**config.mk**
```make
export PLATFORM = sky130hd
export DESIGN_NAME = spram_clr
export DESIGN_NICKNAME = d
export VERILOG_FILES = /design/src/rtl/spram_clr_pkg.sv /design/src/rtl/spram_lane.sv /design/src/rtl/spram_clr.sv
export SDC_FILE = /design/constraint.sdc
export NUM_CORES = 1
export LEC_CHECK = 0
export CORE_AREA = 2 2 271 273
export DETAILED_ROUTE_END_ITERATION = 8
export DIE_AREA = 0 0 273 275
export PLACE_DENSITY = 0.83
export REMOVE_ABC_BUFFERS = 1
export SETUP_SLACK_MARGIN = 0.4
export SLEW_MARGIN = 20
export SYNTH_ARGS = -nofsm -noshare
export SYNTH_HDL_FRONTEND = slang
export SYNTH_SLANG_ARGS = --single-unit
```
**constraint.sdc**
```tcl
create_clock -name clk -period 3.3 [get_ports clk]
set_clock_uncertainty 0.05 [all_clocks]
set_input_delay 0.66 -clock clk [delete_from_list [all_inputs] [get_ports clk]]
set_output_delay 0.66 -clock clk [all_outputs]
set_load 0.01 [all_outputs]
```
**src/rtl/spram_clr_pkg.sv**
```systemverilog
// Shared constants for the spram_clr single-port RAM with built-in clear sequencer.
package spram_clr_pkg;

  localparam logic [0:0] S_CLEAR = 1'b0;
  localparam logic [0:0] S_IDLE  = 1'b1;

  localparam int unsigned RD_FIRST   = 0;
  localparam int unsigned WR_THROUGH = 1;

endpackage

```
**src/rtl/spram_lane.sv**
```systemverilog
// One byte lane of the RAM: MEMSIZE x BYTEBITS array, single write enable, registered read.
module spram_lane #(
  parameter int unsigned BYTEBITS = 8,
  parameter int unsigned ADDRBITS = 5
) (
  input  logic                clk,
  input  logic                reset,
  input  logic [ADDRBITS-1:0] addr,
  input  logic [BYTEBITS-1:0] wdata,
  input  logic                we,
  input  logic                re,
  input  logic                byp,
  output logic [BYTEBITS-1:0] rdata
);

  localparam int unsigned MEMSIZE = 1 << ADDRBITS;

  logic [BYTEBITS-1:0] mem_q [MEMSIZE];
  logic [BYTEBITS-1:0] rdata_d;
  logic [BYTEBITS-1:0] rdata_q;

  // byp returns the lane's incoming write data instead of the stored byte
  always_comb begin
    rdata_d = rdata_q;
    if (re) begin
      rdata_d = byp ? wdata : mem_q[addr];
    end
  end

  always_ff @(posedge clk) begin
    if (we) begin
      mem_q[addr] <= wdata;
    end
  end

  always_ff @(posedge clk) begin
    if (reset) begin
      rdata_q <= '0;
    end else begin
      rdata_q <= rdata_d;
    end
  end

  assign rdata = rdata_q;

endmodule

```
**src/rtl/spram_clr.sv**
```systemverilog
// Single-port RAM with byte-lane writes, 1-cycle registered read and a whole-array
// clear sequencer that runs after reset and on clr_req.
module spram_clr
  import spram_clr_pkg::*;
#(
  parameter int unsigned          DATABITS = 32,
  parameter int unsigned          BYTEBITS = 8,
  parameter int unsigned          ADDRBITS = 5,
  parameter int unsigned          RDMODE   = RD_FIRST,
  parameter logic [DATABITS-1:0]  CLRVAL   = '0
) (
  input  logic                           clk,
  input  logic                           reset,
  input  logic [ADDRBITS-1:0]            addr,
  input  logic [DATABITS-1:0]            data_in,
  input  logic [DATABITS/BYTEBITS-1:0]   we,
  input  logic                           re,
  output logic [DATABITS-1:0]            data_out,
  output logic                           rd_valid,
  input  logic                           clr_req,
  output logic                           ready
);

  localparam int unsigned NLANES   = DATABITS / BYTEBITS;
  localparam int unsigned MEMSIZE  = 1 << ADDRBITS;
  localparam int unsigned PTRW     = ADDRBITS + 1;
  localparam logic [PTRW-1:0] PTR_LAST = PTRW'(MEMSIZE - 1);

  logic [0:0]               state_d,    state_q;
  logic [PTRW-1:0]          ptr_d,      ptr_q;
  logic                     ready_d,    ready_q;
  logic                     rd_valid_d, rd_valid_q;

  logic [NLANES-1:0]        lane_we_c;
  logic [NLANES-1:0]        byp_c;
  logic [ADDRBITS-1:0]      lane_addr_c;
  logic [DATABITS-1:0]      lane_wdata_c;
  logic                     lane_re_c;
  logic [NLANES-1:0][BYTEBITS-1:0] lane_rd;

  // Next state plus write mux: clear sequencer owns the array until the last word is written
  always_comb begin
    state_d      = state_q;
    ptr_d        = ptr_q;
    ready_d      = ready_q;
    rd_valid_d   = 1'b0;
    lane_we_c    = '0;
    lane_re_c    = 1'b0;
    lane_addr_c  = addr;
    lane_wdata_c = data_in;
    byp_c        = '0;
    case (state_q)
      S_CLEAR: begin
        lane_we_c    = '1;
        lane_addr_c  = ptr_q[ADDRBITS-1:0];
        lane_wdata_c = CLRVAL;
        ptr_d        = ptr_q + PTRW'(1);
        if (ptr_q == PTR_LAST) begin
          state_d = S_IDLE;
          ready_d = 1'b1;
        end
      end
      S_IDLE: begin
        lane_we_c  = we;
        lane_re_c  = re;
        rd_valid_d = re;
        if (RDMODE == WR_THROUGH) begin
          byp_c = we;
        end
        if (clr_req) begin
          state_d = S_CLEAR;
          ptr_d   = '0;
          ready_d = 1'b0;
        end
      end
      default: begin
        state_d = S_CLEAR;
        ptr_d   = '0;
        ready_d = 1'b0;
      end
    endcase
  end

  always_ff @(posedge clk) begin
    if (reset) begin
      state_q    <= S_CLEAR;
      ptr_q      <= '0;
      ready_q    <= 1'b0;
      rd_valid_q <= 1'b0;
    end else begin
      state_q    <= state_d;
      ptr_q      <= ptr_d;
      ready_q    <= ready_d;
      rd_valid_q <= rd_valid_d;
    end
  end

  for (genvar i = 0; i < int'(NLANES); i++) begin : g_lane
    spram_lane #(
      .BYTEBITS (BYTEBITS),
      .ADDRBITS (ADDRBITS)
    ) u_lane (
      .clk   (clk),
      .reset (reset),
      .addr  (lane_addr_c),
      .wdata (lane_wdata_c[i*BYTEBITS +: BYTEBITS]),
      .we    (lane_we_c[i]),
      .re    (lane_re_c),
      .byp   (byp_c[i]),
      .rdata (lane_rd[i])
    );
  end

  assign data_out = lane_rd;
  assign rd_valid = rd_valid_q;
  assign ready    = ready_q;

endmodule

```
==> results by group <==
Status
  • Status: complete, no violations

Setup path
  • Kind of critical path: in -> reg
  • R2R cell count: 7
  • R2R Setup Slk: approximately 0.35 ns
  • Reg2reg start: ptr_q[1]$_SDFFE_PP0P_
  • Worst setup EP type: register
  • CP required: approximately 3.6 ns
  • Crit Path Max Fanout: 10
  • Arrival time worst endpoint: around 3.3 ns
  • Worst reg2reg path endpoint: g_lane[1].u_lane.rdata[6]$_SDFFE_PP0P_
  • Startpoint types: input pin

Min path
  • Hold WC Path Type: reg -> reg
  • Hold path endpoint: g_lane[3].u_lane.rdata[4]$_SDFFE_PP0P_
  • Hold path start: g_lane[3].u_lane.rdata[4]$_SDFFE_PP0P_
  • Hold Path Depth: 2

STA
  • Worst relative slew slack: roughly a third
  • Fin. Hold Viols: 0
  • Setup TNS: 0 ns
  • Post-route setup slack: around 0.26 ns
  • Post-layout min period: between 3 and 4 ns
  • Slew @ Worst Pin: between 1 and 1.5 ns
  • RSZ-0062 raised after global routing: true
  • FMAX: approximately 330 MHz
  • Final slew viol count: 0
  • Final setup vio count: 0
  • Fin crit share: between 90% and 100%

Floorplan
  • Row count: 99
  • Die ar.: roughly 0.075 mm^2
  • Initial Utilization: between 50% and 60%
  • Core area: ~0.072 mm^2
  • I/O pin cnt: 79
  • Die width: roughly 270 um
  • Die Y: 275 um

Place
  • IO buf count: 78
  • Dpl hpwl: about 65000 um
  • GP Congestion: 0.858
  • Place WS: -0.581 ns
  • DP Area: about 0.045 mm^2

Clock network
  • CTS Hold Buffers Added: 0
  • Clock Sinks: about 1100
  • CTS tree: built
  • Clock Tree Buf Depth: 3
  • Clock latency on the worst-skew pair: 0.69 ns
  • H-Tree Depth: 3
  • CTS buffer count: 101
  • Worst-path clk slew: approximately 0.06 ns
  • Root Driver: clkbuf_16

Route
  • Initial DRC count: 3369
  • Avg Vias per Cell: around 6.7
  • Vias post-DR: roughly 23000
  • DRC Markers: 0
  • Routed wire length: approximately 110000 um
  • Router iterations before antenna repair: 6
  • WL/cell: between 30 and 40 um
  • Post-route ant nets: 0

Logic synthesis
  • Synth async-reset ratio: 0%
  • Mapped Area: about 0.041 mm^2
  • Yosys cell types: between 50 and 60
  • Cell count after synthesis: 2072
  • Area share of the largest cell type after synthesis: approximately three quarters
  • Synth top area cells: edfxtp_1, mux4_2, dfxtp_1, mux2i_1, nor2_1
  • Synth Register Bits: 1065
  • Synthesized area per cell: just under 20 um^2
  • Total of warnings raised by yosys: 0
  • Synth Flop Type: edfxtp_1
  • Top-count cell post-synth: edfxtp_1
  • Post-synth EDFFs: ~1000
  • Largest area contributor in the netlist: edfxtp_1
  • Synth cell count leaders: edfxtp_1, mux4_2, nor2_1
  • Register area share after synthesis: a little under 80%

Power and ir drop
  • Cell Pwr Density: slightly below 600 mW/mm^2
  • Static leakage: approximately 0.016 uW
  • Max VDD drop: approximately 0.45 mV

Cells and area
  • Nets: approximately 2500
  • Layout cell share with drive strength beyond 1: about 28%
  • Post-route cell area: about 0.048 mm^2
  • Layout area overhead: 18.4%

GRT
  • Total track usage: between 20% and 30%
  • Global-route wire length before repair: around 160000 um
  • Vias in the first global route: between 20000 and 25000
  • Largest net degree at the start of global routing: between 40 and 50
  • GRT Residual Overflow: 0
  • Initial antenna violation count: 3

Flow run
  • Max-cap violation count: 0
## metal layers
metal  vias to the layer above  wire (um)  GRT usage, %  share of wire (%)
met2                      1879      52300          46.9                 49
li1                       9319          -             -                  -
met5                         -         23             0              0.021
met1                     11800      36300          37.7                 34
met4                         4       6140          15.0                5.7
met3                       392      13000          6.03                 12
## critical path, stage by stage
cell             delay (ns)
clkdlybuf4s50_1        0.70
buf_4                  0.29
mux2i_4                0.12
nor2_1                 0.37
buf_4                  0.25
nand2_1                0.21
nor2_1                 0.68
## flip-flops by register name, indices dropped and copies added, names as in the netlist
register	flops
state_q	1
g_lane.u_lane.rdata	32
ptr_q	6
ready	1
rd_valid	1
g_lane.u_lane.mem_q	1024
## cells by family (layout without fill, tap and decap cells)
group                    Yosys count  after routing  share of synthesized area, %
flip-flops                      1065           1065                          77.1
adder cells (fa/ha/maj)            1              1                        0.0306
buffers and inverters            120            592                          1.38
AO/OA/AOI/OAI                    291            291                          5.15
AND/OR/NAND/NOR                  325            325                          3.52
other                              0              1                             0
multiplexers                     270            273                          12.8
## worst max-delay path by stage
stage	from	end	slack (ns)	cells after the start
after floorplan	state_q$_SDFF_PP0_	g_lane[1].u_lane.rdata[7]$_SDFFE_PP0P_	-3.43	5
after global placement	addr[1]	g_lane[2].u_lane.rdata[7]$_SDFFE_PP0P_	-0.52	8
after detailed placement	addr[1]	g_lane[2].u_lane.rdata[7]$_SDFFE_PP0P_	-0.58	8
after CTS	state_q$_SDFF_PP0_	g_lane[1].u_lane.rdata[6]$_SDFFE_PP0P_	0.34	7
after global routing	addr[1]	g_lane[1].u_lane.rdata[6]$_SDFFE_PP0P_	0.29	8
final	addr[1]	g_lane[1].u_lane.mem_q[23][7]$_DFFE_PP_	0.26	7
## metrics by stage
stage               total power (uW)  hold slack [ns]  cells  util, %
floorplan                      16100            0.424   1952        -
global placement               16600            0.468   3312     62.2
detailed placement             16700            0.463   3313     62.2
CTS                            28000            0.482   3505     66.9
global route                   28600            0.522   3506     67.0
finish                         28000            0.480   3507     67.0
## layout by cell type (no fill, tap or decap), drive strengths merged, types with 3 or more instances in the layout
cell / n
a311oi: 3
a22o: 32
a2111oi: 22
clkbuf: 123
clkinv: 49
a221oi: 18
a222oi: 5
and2: 35
buf: 325
clkdlybuf4s50: 76
nor2: 147
nand3b: 3
edfxtp: 1024
a31oi: 32
nand2b: 10
a211oi: 27
o21bai: 29
bufinv: 9
mux4: 201
a21oi: 54
mux2i: 62
mux2: 10
nor3: 7
or2: 3
o22ai: 22
dfxtp: 41
nand2: 103
nor4b: 3
a22oi: 30
clkinvlp: 8
o21ai: 8
## where the power goes
part	internal, uW	switching, uW	leakage [uW]
Clock	6570	4960	0.00161
Sequential	14700	52.7	0.00927
Combinational	751	909	0.00471
Total	22100	5920	0.0156
## what timing repair did
item	4_1_cts	5_1_grt
resized for setup	15	7
cloned	2	1
setup buffers	0	0
pin swaps	0	0
setup endpoints to repair	399	143
## layout make-up
type / instances / area (um^2)
antenna: 1 / 2.50
clock buffer: 123 / 2710
clock inverter: 67 / 597
fill: 4245 / 23900
multi-input combinational: 890 / 9000
sequential: 1065 / 31600
tap: 959 / 1200
timing repair buffer: 402 / 3380
Power figures use the tool's default switching activity.
